File: config.mk
export PLATFORM = sky130hd
export DESIGN_NAME = registers_scoreboard_flat
export DESIGN_NICKNAME = d
export VERILOG_FILES = /design/src/rtl/registers_scoreboard_if.sv /design/src/rtl/registers_scoreboard.sv /design/src/flat_wrapper.sv
export SDC_FILE = /design/constraint.sdc
export NUM_CORES = 2
export LEC_CHECK = 0
export ABC_CLOCK_PERIOD_IN_PS = 6070
export CELL_PAD_IN_SITES_DETAIL_PLACEMENT = 0
export CELL_PAD_IN_SITES_GLOBAL_PLACEMENT = 1
export CORE_ASPECT_RATIO = 0.75
export CORE_MARGIN = 2
export CORE_UTILIZATION = 35
export CTS_BUF_LIST = sky130_fd_sc_hd__clkbuf_16
export CTS_CLUSTER_SIZE = 40
export DETAILED_ROUTE_END_ITERATION = 10
export HOLD_SLACK_MARGIN = 0.15
export PLACE_DENSITY = 0.56
export SKIP_CTS_REPAIR_TIMING = 1
export SYNTH_ARGS = -nofsm -noshare
export SYNTH_HDL_FRONTEND = slang
export SYNTH_SLANG_ARGS = --single-unit
File: constraint.sdc
create_clock -name clk -period 6.07 [get_ports clk]
set_input_delay 1.821 -clock clk [delete_from_list [all_inputs] [get_ports clk]]
set_output_delay 1.821 -clock clk [all_outputs]
set_load 0.01 [all_outputs]
File: src/rtl/registers_scoreboard_if.sv
// Register file access bundle: N combinational read ports, one write port,
// one scoreboard claim port and the ready flag of the clear sequencer.
//   master : pipeline side (drives indices, write data, claims)
//   slave  : register file side (returns read data, busy bits, ready)
interface registers_scoreboard_if #(
  parameter int AddressBitWidth = 5,
  parameter int DataBitWidth    = 32,
  parameter int ReadPortCount   = 2
);
  logic                                     ready;
  logic [ReadPortCount*AddressBitWidth-1:0] rs;
  logic [ReadPortCount*DataBitWidth-1:0]    rs_dat;
  logic [ReadPortCount-1:0]                 rs_busy;
  logic [AddressBitWidth-1:0]               rd;
  logic                                     rd_we;
  logic [DataBitWidth-1:0]                  rd_wd;
  logic [AddressBitWidth-1:0]               claim;
  logic                                     claim_en;

  modport master (
    input  ready, rs_dat, rs_busy,
    output rs, rd, rd_we, rd_wd, claim, claim_en
  );

  modport slave (
    output ready, rs_dat, rs_busy,
    input  rs, rd, rd_we, rd_wd, claim, claim_en
  );
endinterface

File: src/rtl/registers_scoreboard.sv
// Register file with pending-write scoreboard and post-reset clear sequencer.
//   clk  : clock, all state on rising edge
//   rst  : synchronous active-high reset (restarts the clear sequence)
//   bus  : slave side of registers_scoreboard_if
//          ready            - clear finished, file usable
//          rs/rs_dat/rs_busy - ReadPortCount combinational read ports
//          rd/rd_we/rd_wd    - synchronous write port (clears pending)
//          claim/claim_en    - mark a register pending (sets pending)

// One read port: zero register, then same-cycle bypass, then storage.
module registers_scoreboard_rport #(
  parameter int AddressBitWidth = 5,
  parameter int DataBitWidth    = 32,
  parameter int ZeroRegister    = 1,
  parameter int BypassEnable    = 1,
  localparam int Depth          = 1 << AddressBitWidth
) (
  input  logic                                run,
  input  logic [AddressBitWidth-1:0]          idx,
  input  logic [Depth-1:0][DataBitWidth-1:0]  mem,
  input  logic [Depth-1:0]                    pending,
  input  logic [AddressBitWidth-1:0]          rd,
  input  logic                                rd_we,
  input  logic [DataBitWidth-1:0]             rd_wd,
  output logic [DataBitWidth-1:0]             dat,
  output logic                                busy
);
  always_comb begin
    dat  = '0;
    busy = 1'b0;
    if (!run) begin
      dat  = '0;
      busy = 1'b0;
    end else if (ZeroRegister != 0 && idx == '0) begin
      dat  = '0;
      busy = 1'b0;
    end else if (BypassEnable != 0 && rd_we && rd == idx) begin
      // the write in flight retires this register's hazard
      dat  = rd_wd;
      busy = 1'b0;
    end else begin
      dat  = mem[idx];
      busy = pending[idx];
    end
  end
endmodule

module registers_scoreboard #(
  parameter int AddressBitWidth = 5,
  parameter int DataBitWidth    = 32,
  parameter int ReadPortCount   = 2,
  parameter int ZeroRegister    = 1,
  parameter int BypassEnable    = 1
) (
  input logic                    clk,
  input logic                    rst,
  registers_scoreboard_if.slave  bus
);
  localparam int Depth = 1 << AddressBitWidth;
  localparam logic [AddressBitWidth:0] LastIdx = (AddressBitWidth+1)'(Depth - 1);
  localparam logic [AddressBitWidth:0] CntOne  = (AddressBitWidth+1)'(1);

  typedef enum logic {CLEAR, RUN} state_t;

  state_t                               state, state_nxt;
  // one bit wider than the index so the terminal count never wraps
  logic [AddressBitWidth:0]             cnt, cnt_nxt;
  logic                                 clr_we;
  logic                                 run;
  logic                                 wr_ok, cl_ok;
  logic [Depth-1:0][DataBitWidth-1:0]   mem;
  logic [Depth-1:0]                     pending;

  always_ff @(posedge clk) begin
    if (rst) begin
      state <= CLEAR;
      cnt   <= '0;
    end else begin
      state <= state_nxt;
      cnt   <= cnt_nxt;
    end
  end

  always_comb begin
    state_nxt = state;
    cnt_nxt   = cnt;
    clr_we    = 1'b0;
    case (state)
      CLEAR: begin
        clr_we  = 1'b1;
        cnt_nxt = cnt + CntOne;
        if (cnt == LastIdx) state_nxt = RUN;
      end
      RUN: ;
      default: state_nxt = CLEAR;
    endcase
  end

  assign run       = (state == RUN);
  assign bus.ready = run;

  assign wr_ok = run && bus.rd_we    && !(ZeroRegister != 0 && bus.rd == '0);
  assign cl_ok = run && bus.claim_en && !(ZeroRegister != 0 && bus.claim == '0);

  // storage has no reset: it is only zeroed by the sequencer
  always_ff @(posedge clk) begin
    if (!rst) begin
      if (clr_we)     mem[cnt[AddressBitWidth-1:0]] <= '0;
      else if (wr_ok) mem[bus.rd] <= bus.rd_wd;
    end
  end

  // claim is applied last so a same-cycle claim of the written register wins
  always_ff @(posedge clk) begin
    if (rst) begin
      pending <= '0;
    end else begin
      if (wr_ok) pending[bus.rd]    <= 1'b0;
      if (cl_ok) pending[bus.claim] <= 1'b1;
    end
  end

  genvar i;
  generate
    for (i = 0; i < ReadPortCount; i++) begin : g_rport
      registers_scoreboard_rport #(
        .AddressBitWidth (AddressBitWidth),
        .DataBitWidth    (DataBitWidth),
        .ZeroRegister    (ZeroRegister),
        .BypassEnable    (BypassEnable)
      ) u_rport (
        .run     (run),
        .idx     (bus.rs[i*AddressBitWidth +: AddressBitWidth]),
        .mem     (mem),
        .pending (pending),
        .rd      (bus.rd),
        .rd_we   (bus.rd_we),
        .rd_wd   (bus.rd_wd),
        .dat     (bus.rs_dat[i*DataBitWidth +: DataBitWidth]),
        .busy    (bus.rs_busy[i])
      );
    end
  endgenerate
endmodule

File: src/flat_wrapper.sv
// flat-port wrapper written by rule: the top's interface ports become plain ports
module registers_scoreboard_flat 
#(
  parameter int AddressBitWidth = 5,
  parameter int DataBitWidth    = 32,
  parameter int ReadPortCount   = 2,
  parameter int ZeroRegister    = 1,
  parameter int BypassEnable    = 1
)
  (clk, rst, bus_ready, bus_rs_dat, bus_rs_busy, bus_rs, bus_rd, bus_rd_we, bus_rd_wd, bus_claim, bus_claim_en);
  registers_scoreboard_if #(.AddressBitWidth(AddressBitWidth), .DataBitWidth(DataBitWidth), .ReadPortCount(ReadPortCount)) bus_i ();
  input logic clk;
  input logic rst;
  output wire logic [$bits(bus_i.ready)-1:0] bus_ready;
  output wire logic [$bits(bus_i.rs_dat)-1:0] bus_rs_dat;
  output wire logic [$bits(bus_i.rs_busy)-1:0] bus_rs_busy;
  input wire logic [$bits(bus_i.rs)-1:0] bus_rs;
  input wire logic [$bits(bus_i.rd)-1:0] bus_rd;
  input wire logic [$bits(bus_i.rd_we)-1:0] bus_rd_we;
  input wire logic [$bits(bus_i.rd_wd)-1:0] bus_rd_wd;
  input wire logic [$bits(bus_i.claim)-1:0] bus_claim;
  input wire logic [$bits(bus_i.claim_en)-1:0] bus_claim_en;
  assign bus_ready = bus_i.ready;
  assign bus_rs_dat = bus_i.rs_dat;
  assign bus_rs_busy = bus_i.rs_busy;
  assign bus_i.rs = bus_rs;
  assign bus_i.rd = bus_rd;
  assign bus_i.rd_we = bus_rd_we;
  assign bus_i.rd_wd = bus_rd_wd;
  assign bus_i.claim = bus_claim;
  assign bus_i.claim_en = bus_claim_en;
  registers_scoreboard #(.AddressBitWidth(AddressBitWidth), .DataBitWidth(DataBitWidth), .ReadPortCount(ReadPortCount), .ZeroRegister(ZeroRegister), .BypassEnable(BypassEnable)) u_core (.clk(clk), .rst(rst), .bus(bus_i));
endmodule
Yosys cells after proc, flatten, opt, wreduce, memory -nomap -nowiden
Cells that the tools add are included.

Equality and inequality tests: 4. Add/subtract/negate cells: 1. $lt $le $gt $ge: 8. Reductions and logical operators: 16. Bitwise operators: 6. Mux-type cells: 36.

Operators by type and width (number): $mux 1024 (2); $and 1024x1024->1024 (1); $bwmux 1024 (1); $not 1024->1024 (1); $mux 32 (13); $bmux 32 s5 (2); $demux 32 s5 (2); $and 32x32->32 (1); $not 32->32 (1); $or 32x32->32 (1); $lt 5x6->1 const B (5); $logic_not 5->1 (4); $ge 5x1->1 const B (3); $mux 1 (12); $bmux 1 s5 (2); $demux 1 s5 (2); $eq 5x5->1 (2); $logic_and 1x1->1 (9); $add 6x1->6 const B (1); $eq 6x5->1 const B (1); $logic_not 1->1 (2); $ne 2x2->1 const B (1); $reduce_and 2->1 (1); $not 1->1 (1).

Register bits after elaboration: 1063. Input port bits: 56. Logic and storage cells: 106. Output and inout bits: 67.

Depth between registers and ports, before layout
Depth after elaboration: 10. Depth in mapped cells: 10. Depth with buffers taken out: 5.

By module
A second synthesis with hierarchy kept.

Cells, all modules: 4545. Area, all modules: 62640.1 sq um.

Modules (own cells, without submodules): registers_scoreboard (times used 1, sequential area each 31530.2 sq um, area an instance 44605.3 sq um, cells an instance 2831); registers_scoreboard_rport (times used 2, sequential area each 0.0 sq um, area an instance 9017.4 sq um, cells an instance 857).

Worst setup path after synthesis
No wires, ideal clock.

Kind: in2out. From: input bus_rs[5]. To: output bus_rs_busy[1]. Required time: 4.249 ns. Arrival: 3.310 ns. Slack: 0.939 ns. Path buffers: 2. Cell stages on the path: 5. Path through: buf_4 mux4_2 mux4_2 o2111a_1 buf_4.

Cells in the longest elaborated chain, start to end: 5. Elaborated cells on any way between the ends: 8. Classes of those cells: eq/ne: 1; mux: 5; reduce/logical: 2.

RTL lines: start: declaration (line flat_wrapper.sv:17) `input wire logic [$bits(bus_i.rs)-1:0] bus_rs;`; $bmux 1 s5 or $eq 5x5->1 (tied branches) (line registers_scoreboard.sv:43, registers_scoreboard.sv:37); $mux 1 (implied by the code) or $logic_and 1x1->1 (tied branches) (line registers_scoreboard.sv:43, registers_scoreboard.sv:37); $mux 1 (line registers_scoreboard.sv:37) `end else if (BypassEnable != 0 && rd_we && rd == idx) begin`; $mux 1 (*) (line registers_scoreboard.sv:34) `end else if (ZeroRegister != 0 && idx == '0) begin`; $mux 1 (*) (line registers_scoreboard.sv:31) `if (!run) begin`; end: declaration (line flat_wrapper.sv:16) `output wire logic [$bits(bus_i.rs_busy)-1:0] bus_rs_busy;`.

Mark *: on every way between the ends. The rest lies on a longest branch, timed or not. The select of a mux whose other input is x is not followed.

Worst setup path in the final report
From: input bus_rs[6]. To: output bus_rs_dat[59].

Cells in the longest elaborated chain, start to end: 5. Elaborated cells on any way between the ends: 8. Classes of those cells: eq/ne: 1; mux: 5; reduce/logical: 2.

RTL lines: $bmux 32 s5 or $eq 5x5->1 (tied branches) (line registers_scoreboard.sv:42, registers_scoreboard.sv:37); $mux 32 (implied by the code) or $logic_and 1x1->1 (tied branches) (line registers_scoreboard.sv:42, registers_scoreboard.sv:37); $mux 32 (line registers_scoreboard.sv:37); $mux 32 (*) (line registers_scoreboard.sv:34); $mux 32 (*) (line registers_scoreboard.sv:31); end: declaration (line flat_wrapper.sv:15) `output wire logic [$bits(bus_i.rs_dat)-1:0] bus_rs_dat;`.

Marks and branches as above.

==> reports/summary.md <==
The run finished, with violations left. The checks that failed: setup timing. The synthesized netlist occupies a cell area of 0.0621 mm2.

The smallest clock period supported by the final layout is computed as 6240 ps. The critical path in this run is classified as input pin to output pin. The floorplan step set the die width to 490 um.

The signed area change from the synthesized netlist to the final layout works out to 22.0%. Counting the buffers created by CTS gives 113. The logs give 7 for the number of antenna violations at the first check in global routing and 1063 for the number of clock sinks. The floorplan step defined a die boundary enclosing 0.181 mm2. The logs give 0.885 for the weighted congestion at the end of routability-driven global placement and 19.5 mW for the final total power. The filler cell count in the final layout is 16100, and the die height is 369 um. For the worst-skew pair, the clock arrives at the later sink with an insertion delay of 790 ps.

Leaving out fill and tap cells, the most frequent cell in the layout is sky130_fd_sc_hd__edfxtp_1. The yosys synthesis warning count was 0; the starting density of the core was 35.3%. The cell area after layout was 0.0757 mm2.

STA classifies the critical path startpoint as an input pin. In this run the static leakage power is 30.5 nW. The share of layout cells above drive strength 1 was 25.8%. For the post-route core utilization, the log shows 43.1%. The clock passes through at most 3 buffers. In this run, synthesis inferred 1024 flip-flops with an integrated enable.

The final hold violation count was 0. Among all flip-flop cells after synthesis, the most frequent one is sky130_fd_sc_hd__edfxtp_1. Across the VDD grid, the largest voltage drop is 0.000262 V. Synthesis produced a netlist with a net count of 4801. The library cells used most frequently in the layout, excluding fill and tap cells, are 1024 x sky130_fd_sc_hd__edfxtp_1, 961 x sky130_fd_sc_hd__a22o_1, 584 x sky130_fd_sc_hd__mux2i_1, 533 x sky130_fd_sc_hd__buf_4, 267 x sky130_fd_sc_hd__mux4_2. 123 I/O pins were placed. The via count normalized by instance count came out at 6.93. The final max-slew violation count is 0, and the placeable core area is 0.176 mm2. The maximum number of pins on one net before global-route repair was 52; the average wire per standard cell was 41.0 um. The clock slew seen by the registers of the worst setup and hold paths works out to 60 ps. STA puts the critical path data arrival time at 4420 ps. The final critical-path setup slack is -172 ps. Once detail routing completed, the nets flagged for antenna violations numbered 0. For the data required time at the worst endpoint, the log shows 4250 ps. Setup repair after global routing could not meet its margin everywhere. The placed instances occupy a cell area of 0.0707 mm2. In this run, synthesis produced a sequential element count of 1063. The worst hold path belongs to the class flip-flop to flip-flop.

In the routed design, unresolved DRC markers number 0. The total number of H-tree levels came out at 3. TritonCTS built the clock tree. Across all layers, the routed design uses 52100 vias. For the number of standard cells after synthesis, the log shows 4741.

The largest fanout on the critical path came out at 9. The share of async-settable or async-resettable flops after synthesis is 0%. Based on the critical path, the design can be clocked at up to 160 MHz.

For this block, the initial DRC count from the detailed router was 8627. The first global-routing pass estimated 418000 um of wire. The run gives 7279 as the cell count after placement. The logs give 50.8% for the post-synthesis sequential area ratio and 48800 for the number of global-route vias before repair.

Setup violations remaining at the end of the flow were counted as 4. For the pin with the worst max-slew slack, the measured transition is 1160 ps. The logs give 309000 um for the final wirelength and 0 for the total grt overflow. The first detailed-routing pass ran for 6 iterations. The tools report the type of element capturing the critical path as an output pin.

In the final design database the tool counted 5125 nets. The tools report the root buffer cell as sky130_fd_sc_hd__clkbuf_16. The netlist uses 56 different library cells. The count of cells in the finished layout, fillers not included, comes to 7525. In the finished design, the share of the clock period the worst path needs comes to 103%.

Headroom to the max-slew limit came out at 22.4%. After legalization and detailed placement, the total HPWL measured 193000 um. The run gives 23.5 ps as the largest clock skew in the final design. Port buffering added 122 buffers. The floorplan has 133 rows. The global routing usage summed across all routing layers is 32.8%, and the cell area power density is 257 mW/mm2. Across the run, the number of max-cap violations was 0.

In this run the mean area of a mapped cell was 13.1 um2.
Yosys cell counts, drive strengths merged (5+ instances only):
cell | count | share of area [%]
o21ai | 258 | 2.1
a21oi | 114 | 0.92
o211ai | 65 | 0.79
o22ai | 129 | 1.3
or2 | 7 | 0.071
a22o | 961 | 14
xor2 | 11 | 0.16
nand3 | 12 | 0.097
edfxtp | 1024 | 50
nor2 | 77 | 0.48
nand2b | 9 | 0.091
a31oi | 18 | 0.18
o311a | 15 | 0.24
nand2 | 268 | 1.6
and2 | 37 | 0.37
a22oi | 21 | 0.25
dfxtp | 39 | 1.3
inv | 5 | 0.030
mux4 | 270 | 9.8
a221oi | 63 | 0.89
nor2b | 64 | 0.65
clkbuf | 283 | 1.7
buf | 296 | 2.9
mux2 | 7 | 0.13
a41oi | 48 | 0.68
a32oi | 6 | 0.085
mux2i | 595 | 9.6
flip-flops by register name, summed over array words and instances, names as in the netlist:
| register | flops |
|---|---|
| u_core.bus.ready | 1 |
| u_core.cnt | 6 |
| u_core.mem | 1024 |
| u_core.pending | 32 |
critical path: stages:
cell,delay (ps)
sky130_fd_sc_hd__clkbuf_8,120
sky130_fd_sc_hd__buf_4,180
sky130_fd_sc_hd__nor2b_4,460
sky130_fd_sc_hd__buf_12,190
sky130_fd_sc_hd__buf_4,150
sky130_fd_sc_hd__a22o_1,170
sky130_fd_sc_hd__a221oi_2,50
sky130_fd_sc_hd__o211ai_1,410
sky130_fd_sc_hd__a41oi_2,290
sky130_fd_sc_hd__clkdlybuf4s50_1,560
final timing paths:
check,start,endpoint,slack [ps],depth (start not counted)
min reg2reg,u_core.pending[0],u_core.pending[0],500,1
max,bus_rs[6],bus_rs_dat[59],-170,10
min,u_core.pending[0],u_core.pending[0],500,1
max reg2reg,u_core.bus.ready,u_core.mem[40],2610,6
cell families after synthesis:
family	Yosys count	share of synthesized area [%]
AO/OA/AOI/OAI	1707	21.1
flip-flops	1063	50.8
multiplexers	872	19.5
buffers and inverters	586	4.66
AND/OR/NAND/NOR	494	3.60
XOR/XNOR	15	0.212
adder cells (fa/ha/maj)	4	0.0806
where the power goes:
part | switching [mW] | internal [mW] | leakage, nW
logic | 1.69 | 1.37 | 18.2
registers | 0.365 | 8.58 | 10.4
clock network | 3.31 | 4.16 | 1.92
total | 5.37 | 14.1 | 30.5
layer usage:
layer | vias up | global-route usage [%] | wire length, um
met4 | 4 | 11.8 | 12800
met1 | 27200 | 47.5 | 129000
met3 | 578 | 9.81 | 40300
li1 | 20200 | - | -
met2 | 4166 | 46.1 | 127000
met5 | - | 0.185 | 24
cell type report:
class | instances | area, um2 | share of cell area [%]
diodes | 1 | 2.50 | 0.00330
clock buffers | 115 | 2880 | 3.80
clock inverters | 97 | 918 | 1.21
inverters | 5 | 18.8 | 0.0248
multi-input cells | 3092 | 29400 | 38.8
flip-flops and latches | 1063 | 31500 | 41.6
well taps | 2362 | 2960 | 3.90
repair buffers | 790 | 8080 | 10.7
per-stage QoR:
| step | hold WS [ps] | TNS (ps) | worst slack, ps |
|---|---|---|---|
| finish | 496 | -315 | -172 |
| global route | 504 | -417 | -170 |
| CTS | 493 | -14750 | -605 |
| detailed placement | 479 | -14160 | -584 |
| global placement | 480 | -14030 | -585 |
| floorplan | 443 | 0 | 939 |
Note: power is estimated with default switching activity, not from simulation.
